`src/rtl/sha3_avmm_sequencer.sv`:
```
// rtl/sha3_avmm_sequencer.sv - Avalon-MM master that loads rate blocks into the SHA3 wrapper and streams the digest out
module sha3_avmm_sequencer #(
    parameter int ADDR_W       = 8,
    parameter int BLOCK_WORDS  = 34,
    parameter int DIGEST_WORDS = 8,
    parameter int REG_CTRL     = 0,
    parameter int REG_STATUS   = 1,
    parameter int REG_DATA     = 2,
    parameter int REG_DIGEST   = 8,
    parameter int POLL_MAX     = 1023
) (
    input  logic              clk,
    input  logic              reset,
    input  logic [31:0]       msg_data,
    input  logic              msg_valid,
    input  logic              msg_last,
    output logic              msg_ready,
    output logic [31:0]       dig_data,
    output logic              dig_valid,
    output logic              dig_last,
    input  logic              dig_ready,
    output logic [ADDR_W-1:0] avm_address,
    output logic              avm_read,
    output logic              avm_write,
    output logic [31:0]       avm_writedata,
    input  logic [31:0]       avm_readdata,
    input  logic              avm_waitrequest,
    output logic              busy,
    output logic              err
);

    localparam int WC_W = (BLOCK_WORDS > 1) ? $clog2(BLOCK_WORDS) : 1;
    localparam int DI_W = (DIGEST_WORDS > 1) ? $clog2(DIGEST_WORDS) : 1;
    localparam int PC_W = $clog2(POLL_MAX + 1);

    localparam logic [WC_W-1:0]   WORD_LAST = WC_W'(BLOCK_WORDS - 1);
    localparam logic [DI_W-1:0]   IDX_LAST  = DI_W'(DIGEST_WORDS - 1);
    localparam logic [PC_W-1:0]   POLL_LAST = PC_W'(POLL_MAX - 1);
    localparam logic [ADDR_W-1:0] A_CTRL    = ADDR_W'(REG_CTRL);
    localparam logic [ADDR_W-1:0] A_STATUS  = ADDR_W'(REG_STATUS);
    localparam logic [ADDR_W-1:0] A_DATA    = ADDR_W'(REG_DATA);
    localparam logic [ADDR_W-1:0] A_DIGEST  = ADDR_W'(REG_DIGEST);

    typedef enum logic [2:0] {
        S_IDLE,
        S_WR_DATA,
        S_LOAD,
        S_KICK,
        S_POLL,
        S_DIG_RD,
        S_DIG_OUT,
        S_ERR
    } state_t;

    state_t          state;
    logic [WC_W-1:0] word_cnt;
    logic [DI_W-1:0] dig_idx;
    logic [PC_W-1:0] poll_cnt;
    logic            last_blk;
    logic            accept;
    logic            xfer_done;
    logic            status_hit;

    assign accept     = msg_valid & msg_ready;
    assign xfer_done  = (avm_read | avm_write) & ~avm_waitrequest;
    assign status_hit = last_blk ? avm_readdata[1] : avm_readdata[0];

    always_ff @(posedge clk) begin
        if (reset) begin
            state         <= S_IDLE;
            word_cnt      <= '0;
            dig_idx       <= '0;
            poll_cnt      <= '0;
            last_blk      <= 1'b0;
            msg_ready     <= 1'b0;
            dig_data      <= '0;
            dig_valid     <= 1'b0;
            dig_last      <= 1'b0;
            avm_address   <= '0;
            avm_read      <= 1'b0;
            avm_write     <= 1'b0;
            avm_writedata <= '0;
            busy          <= 1'b0;
            err           <= 1'b0;
        end else begin
            case (state)
                S_IDLE, S_LOAD: begin
                    if (accept) begin
                        msg_ready <= 1'b0;
                        busy      <= 1'b1;
                        // A last flag anywhere but the final rate word means a broken message
                        if (msg_last && (word_cnt != WORD_LAST)) begin
                            err   <= 1'b1;
                            state <= S_ERR;
                        end else begin
                            last_blk      <= msg_last;
                            avm_write     <= 1'b1;
                            avm_address   <= A_DATA;
                            avm_writedata <= msg_data;
                            state         <= S_WR_DATA;
                        end
                    end else begin
                        msg_ready <= 1'b1;
                    end
                end

                S_WR_DATA: begin
                    if (xfer_done) begin
                        avm_write <= 1'b0;
                        if (word_cnt == WORD_LAST) begin
                            word_cnt <= '0;
                            state    <= S_KICK;
                        end else begin
                            word_cnt  <= word_cnt + 1'b1;
                            msg_ready <= 1'b1;
                            state     <= S_LOAD;
                        end
                    end
                end

                // Command states after a completion leave one idle cycle before the next command
                S_KICK: begin
                    if (!avm_write) begin
                        avm_write     <= 1'b1;
                        avm_address   <= A_CTRL;
                        avm_writedata <= {30'b0, last_blk, 1'b1};
                    end else if (xfer_done) begin
                        avm_write <= 1'b0;
                        poll_cnt  <= '0;
                        state     <= S_POLL;
                    end
                end

                S_POLL: begin
                    if (!avm_read) begin
                        avm_read    <= 1'b1;
                        avm_address <= A_STATUS;
                    end else if (xfer_done) begin
                        avm_read <= 1'b0;
                        poll_cnt <= poll_cnt + 1'b1;
                        if (status_hit) begin
                            poll_cnt <= '0;
                            if (last_blk) begin
                                dig_idx <= '0;
                                state   <= S_DIG_RD;
                            end else begin
                                msg_ready <= 1'b1;
                                state     <= S_LOAD;
                            end
                        end else if (poll_cnt == POLL_LAST) begin
                            err   <= 1'b1;
                            state <= S_ERR;
                        end
                    end
                end

                S_DIG_RD: begin
                    if (!avm_read) begin
                        avm_read    <= 1'b1;
                        avm_address <= A_DIGEST + ADDR_W'(dig_idx);
                    end else if (xfer_done) begin
                        avm_read  <= 1'b0;
                        dig_data  <= avm_readdata;
                        dig_valid <= 1'b1;
                        dig_last  <= (dig_idx == IDX_LAST);
                        state     <= S_DIG_OUT;
                    end
                end

                S_DIG_OUT: begin
                    if (dig_ready) begin
                        dig_valid <= 1'b0;
                        dig_last  <= 1'b0;
                        if (dig_idx == IDX_LAST) begin
                            busy      <= 1'b0;
                            msg_ready <= 1'b1;
                            state     <= S_IDLE;
                        end else begin
                            dig_idx <= dig_idx + 1'b1;
                            state   <= S_DIG_RD;
                        end
                    end
                end

                S_ERR: begin
                    msg_ready <= 1'b0;
                    avm_read  <= 1'b0;
                    avm_write <= 1'b0;
                    dig_valid <= 1'b0;
                    dig_last  <= 1'b0;
                    busy      <= 1'b1;
                    err       <= 1'b1;
                end

                default: state <= S_IDLE;
            endcase
        end
    end

endmodule

```
`config.mk`:
```
export PLATFORM = sky130hd
export DESIGN_NAME = sha3_avmm_sequencer
export DESIGN_NICKNAME = d
export VERILOG_FILES = /design/src/rtl/sha3_avmm_sequencer.sv
export SDC_FILE = /design/constraint.sdc
export NUM_CORES = 1
export LEC_CHECK = 0
export ABC_AREA = 1
export CAP_MARGIN = 5
export CORE_ASPECT_RATIO = 1.1
export CORE_MARGIN = 4
export CORE_UTILIZATION = 35
export DETAILED_ROUTE_END_ITERATION = 8
export SKIP_LAST_GASP = 1
export SLEW_MARGIN = 10
export SYNTH_ARGS = -nofsm -noshare
export SYNTH_HDL_FRONTEND = slang
export SYNTH_SLANG_ARGS = --single-unit
```
`constraint.sdc`:
```
create_clock -name clk -period 1.8 [get_ports clk]
set_input_delay 0.27 -clock clk [delete_from_list [all_inputs] [get_ports clk]]
set_output_delay 0.27 -clock clk [all_outputs]
set_load 0.01 [all_outputs]
```
**After elaboration in Yosys (flattened, before gate mapping)**

Cells that the tools add are included.

- Register bits after elaboration: 102
- Output and inout port bits: 79
- Word-level logic and storage cells: 163

- $add $sub $neg: 4
- Equality and inequality tests: 34
- Multiplexer cells: 77
- Bitwise logic cells: 5
- Reductions and logical operators: 28

Operator list:

| kind | number |
|---|---|
| 2-to-1 mux 32 bit | 3 |
| one-hot mux 32 bit (2 select lines) | 1 |
| 2-to-1 mux 3 bit | 20 |
| 2-to-1 mux 10 bit | 5 |
| inequality test 2 bit (second input constant) | 22 |
| 2-to-1 mux 8 bit | 5 |
| one-hot mux 8 bit (4 select lines) | 1 |
| 2-to-1 mux 1 bit | 31 |
| one-hot mux 10 bit (2 select lines) | 1 |
| one-hot mux 3 bit (6 select lines) | 1 |
| AND reduction 4 bit | 4 |
| equality test 3 bit (second input constant) | 5 |
| AND reduction 7 bit | 2 |
| one-hot mux 1 bit (3 select lines) | 4 |
| AND reduction 11 bit | 1 |
| adder 10 x 1 -> 10 bit (second input constant) | 1 |
| equality test 10 bit (second input constant) | 1 |
| AND reduction 9 bit | 1 |
| nonzero test 3 bit | 3 |
| nonzero test 2 bit | 4 |
| nonzero test 4 bit | 2 |
| adder 6 x 1 -> 6 bit (second input constant) | 1 |
| equality test 3 x 2 -> 1 bit (second input constant) | 2 |
| equality test 6 bit (second input constant) | 1 |
| other kinds (22) | 26 |

**Depth between registers and ports, before layout**

- Depth in word-level cells: 6
- Gate-level depth with buffers: 11
- Mapped depth without buffers: 10

**Worst setup path after synthesis**

Ideal clock, no wire load.

- Path kind: register to register
- From: register dig_idx[0]
- To: register dig_idx[1]
- Library setup time: 0.128 ns
- Arrival: 1.369 ns
- Setup slack: 0.304 ns
- Cell stages (with the launch flop): 9
- Path buffers: 0
- Period minus slack after synthesis: 1.496 ns
- Cell sequence: dfxtp_1 -> ha_1 -> ha_1 -> nor3_1 -> o21ai_0 -> nor2_1 -> nand2_1 -> o21ai_0 -> nor2_1

- Longest elaborated chain between the ends: 4

Ends and longest elaborated chain:

| item | RTL line | RTL |
|---|---|---|
| from (decl) | 57 | `logic [DI_W-1:0] dig_idx;` |
| from (signal assigned) | 179 | `dig_idx <= dig_idx + 1'b1;` |
| adder 3 x 1 -> 3 bit | 179 |  |
| 2-to-1 mux 3 bit | 174 | `if (dig_idx == IDX_LAST) begin` |
| 2-to-1 mux 3 bit | 171 | `if (dig_ready) begin` |
| one-hot mux 3 bit (2 select lines) | 86 | `case (state)` |

Several ways; a longest one is shown, not always the timed one. The select of a mux whose other input is x is not followed.
A chain may end at the register's enable or synchronous reset.

**Worst setup path after layout**

- From: register avm_read
- To: output avm_read

RTL lines:

| item | RTL line | RTL |
|---|---|---|
| from (decl) | 23 | `output logic avm_read,` |
| from (signal assigned) | 80 | `avm_read <= 1'b0;` |
| from (signal assigned) | 136 | `avm_read <= 1'b1;` |
| from (signal assigned) | 139 | `avm_read <= 1'b0;` |

No word-level cell between the ends.

==> impl_results.rst <==
.. list-table::
   :header-rows: 1

   * - Metric
     - Value
   * - Overall Power
     - 0.00791 W
   * - Unique masters post-synth
     - 31
   * - Hold wc startpoint
     - reset
   * - CTS H-Tree Depth
     - 3
   * - Min Tclk post-route
     - 1.65 ns
   * - Cell type contributing the most total cell area after synthesis
     - sky130_fd_sc_hd__dfxtp_1
   * - Share of flip-flops with an asynchronous set or reset
     - 0%
   * - Power per unit of standard cell area
     - 1190 nW/µm²
   * - Critical Path, Cell by Cell
     - clkdlybuf4s50_1
   * - Pin count of the biggest net entering global routing
     - 48
   * - Synth warn
     - 0
   * - Final worst setup slack
     - roughly 0.15 ns
   * - Top-area cell type share of the netlist area
     - a little over two fifths
   * - Setup TNS after final layout
     - 0 ns
   * - Die area
     - 14900 µm²
   * - Cell with the most instances after synthesis
     - sky130_fd_sc_hd__nor2_1
   * - Portion of the post-synthesis area used by sequential elements
     - 42.9%
   * - Pins over their slew limit
     - 0
   * - Number of buffer and inverter instances along the worst setup path
     - 1
   * - N_diodes
     - 0
   * - Cells after Synth
     - around 670
   * - Clock buffer count from CTS
     - 9
   * - Overall via count from detail_route
     - 4837
   * - Endpoint of the worst register-to-register path
     - avm_address[2]
   * - Endpoint of the worst hold-timing path
     - avm_write
   * - Outcome
     - completed
   * - Final cycle utilization of the critical path
     - 91.9%
   * - Startpoint of the worst-slack reg-to-reg timing path
     - state[0]
   * - Number of cells on the worst hold path
     - 4
   * - Library cell contributing the largest single delay on the critical path
     - sky130_fd_sc_hd__clkdlybuf4s50_1
   * - Static leakage power
     - 2.78 nW
   * - First drt pass iteration count
     - 4
   * - Placer congestion estimate
     - ~0.94
   * - Number of nets with antenna violations after detailed routing
     - 0
   * - Crit path largest cell delay
     - 0.58 ns
   * - Source-to-sink clock delay at the later pin of the worst-skew pair
     - 0.35 ns
   * - Leading cell types by count after synthesis
     - 149 x sky130_fd_sc_hd__nor2_1, 125 x sky130_fd_sc_hd__nand2_1, 98 x sky130_fd_sc_hd__dfxtp_1, 66 x sky130_fd_sc_hd__inv_1, 52 x sky130_fd_sc_hd__a21oi_1
   * - Root buffer selected by CTS
     - sky130_fd_sc_hd__clkbuf_16
   * - Post-route core utilization
     - 52.2%
   * - Final Hold Viols
     - 0
   * - Remaining routing DRC violations
     - 0
   * - Syn avg cell area
     - 6.79 µm²
   * - Via count normalized by instance count
     - 4.90
   * - Peak clock frequency supported by timing
     - 605 MHz
   * - Bufs on Longest Clock Path
     - 2
   * - Layout cell share with drive strength beyond 1
     - 8.55%
   * - Worst-margin pin slew
     - 0.554 ns
   * - Min-Delay Path Class
     - input pin to flip-flop
   * - Required time at the worst-slack endpoint
     - 1.53 ns
   * - HPWL after DPL
     - around 10 mm
   * - Average routed wire per standard cell
     - around 14 µm
   * - Count of cells along the worst register-to-register path
     - 8
   * - Setup WS pre-CTS
     - -0.0429 ns
   * - Worst IR drop on VDD
     - approximately 630 µV
   * - Clock-pin transition on the worst setup and hold timing paths
     - 0.07 ns
   * - Max FO, Critical Path
     - 6
   * - Vias in the first global route
     - 4753
   * - Data arrival time of the worst path
     - 1.38 ns
   * - Setup Skew
     - 0.00623 ns
   * - Core outline area
     - 12700 µm²
   * - GRT Residual Overflow
     - 0
   * - Critical Setup Path Class
     - flip-flop to output port
   * - Initial antenna violation count
     - 0
   * - Minimum setup slack among reg-to-reg paths
     - between 0.15 and 0.2 ns
   * - Total number of nets in the final design
     - between 900 and 1000
   * - Most instantiated flip-flop cell in the synthesis netlist
     - sky130_fd_sc_hd__dfxtp_1
   * - Worst max-slew margin expressed relative to the limit
     - between 60% and 70%
   * - Height of the die
     - around 130 µm
   * - Post-synthesis register bit count
     - 98
   * - Number of port buffers
     - approximately 140
   * - Tot GR Track Use
     - 18.1%
   * - Family with the most delay on the worst path
     - buffers and inverters
   * - First-pass GRT wire length
     - 22.0 mm
   * - Area Growth Syn to Fin
     - 45.1%
   * - Initial core utilization
     - 36.0%
   * - Setup repair after global routing missed its margin
     - no
   * - Total detailed-routing wirelength
     - 13.5 mm
   * - Synth Cell Area
     - ~4600 µm²
   * - I/O pin total
     - 149
   * - Die X
     - approximately 120 µm
   * - Nature of the critical path startpoint
     - flip-flop
   * - TritonCTS clock tree
     - yes
   * - Placement Rows
     - 43
   * - Number of enable flip-flop cells after synthesis
     - 0
   * - Hold Buf Count CTS
     - 0
   * - Final setup violating endpoints
     - 0
   * - Cell types occupying the most area after synthesis
     - sky130_fd_sc_hd__dfxtp_1 43%, sky130_fd_sc_hd__nor2_1 12%, sky130_fd_sc_hd__nand2_1 10%
   * - MaxCap Viol Count
     - 0
   * - CTS sink count
     - 98
   * - Drt initial violations
     - around 380
   * - Critical Path Sink Type
     - output port
layer usage:
metal,routed length [µm],up-vias,share of wire [%],GRT usage (%)
li1,-,2445,-,-
met1,5950,2206,44,22.1
met2,6060,167,45,29.5
met3,1270,19,9.4,6.66
met4,225,0,1.7,5.94
met5,0,-,0,0
final cells by class:
class	count	area (µm²)
clock buffer	10	229
inverter	72	270
timing repair buffer	175	1710
fill	1261	6070
clock inverter	6	90.1
sequential	98	1970
tap	157	196
multi-input combinational	469	2170
report_power, final:
| part | switching, W | leakage, nW | internal, W |
|---|---|---|---|
| clock network | 0.000839 | 0.153 | 0.00122 |
| registers | 0.000289 | 0.796 | 0.00255 |
| logic | 0.00163 | 1.83 | 0.00138 |
| total | 0.00276 | 2.78 | 0.00515 |
metrics by stage:
step,cells,cell area (µm²),hold WS (ns)
after floorplan,676,4580,0.405
after global placement,971,6280,0.445
after detailed placement,971,6280,0.449
after CTS,987,6600,0.271
after global routing,987,6630,0.298
final,987,6630,0.279
worst max-delay path by stage:
stage	to	depth (start not counted)	startpoint
5_1_grt	dig_idx[2]	9	dig_idx[0]
3_3_place_gp	avm_address[3]	9	msg_valid
6_report	avm_read	1	avm_read
3_5_place_dp	dig_data[30]	8	avm_waitrequest
2_1_floorplan	dig_idx[1]	8	dig_idx[0]
4_1_cts	dig_idx[1]	9	state[2]
layout by cell type, fill, tap and decap left out, types with 3 or more instances in the layout:
cell and n:
sky130_fd_sc_hd__nor2_1 148, sky130_fd_sc_hd__clkdlybuf4s50_1 143, sky130_fd_sc_hd__nand2_1 125, sky130_fd_sc_hd__dfxtp_1 95, sky130_fd_sc_hd__inv_1 66, sky130_fd_sc_hd__a21oi_1 52, sky130_fd_sc_hd__o21ai_0 50, sky130_fd_sc_hd__nand4_1 37
sky130_fd_sc_hd__buf_4 28, sky130_fd_sc_hd__nand3_1 15, sky130_fd_sc_hd__clkbuf_16 9, sky130_fd_sc_hd__inv_2 6, sky130_fd_sc_hd__nor3_1 6, sky130_fd_sc_hd__ha_1 5, sky130_fd_sc_hd__nand2_2 4, sky130_fd_sc_hd__conb_1 4
sky130_fd_sc_hd__nor2_4 3, sky130_fd_sc_hd__nor2_2 3, sky130_fd_sc_hd__buf_12 3
state kept, by name, summed over array words and instances, names as in the netlist:
register and flops:
dig_idx 3, dig_valid 1, state 3, dig_last 1, avm_write 1, msg_ready 1, last_blk 1, busy 1
avm_writedata 32, poll_cnt 10, err 1, word_cnt 6, dig_data 32, avm_read 1, avm_address 4
cells by family after synthesis:
family          count (synthesis)  share of synthesized area, %
buf+inv                       109                          10.4
flops                          98                          42.9
other cells                     1                        0.0821
simple gates                  352                          33.0
compound gates                106                          11.8
fa+ha+maj                       6                          1.64
xor+xnor                        1                         0.192
worst reg2reg max path: stages, from the launching register on:
cell and delay [ns]:
sky130_fd_sc_hd__dfxtp_4 0.40, sky130_fd_sc_hd__nor2_1 0.28, sky130_fd_sc_hd__nand2_1 0.19, sky130_fd_sc_hd__nand2_1 0.13, sky130_fd_sc_hd__inv_2 0.05, sky130_fd_sc_hd__buf_4 0.18
sky130_fd_sc_hd__nand3_1 0.15, sky130_fd_sc_hd__nand2_1 0.07, sky130_fd_sc_hd__a21oi_1 0.11
repair_timing:
item                       4_1_cts  5_1_grt
buffers inserted                 0        0
gates resized for setup          0       10
setup endpoints to repair        0       86
Note: power is estimated with default switching activity, not from simulation.
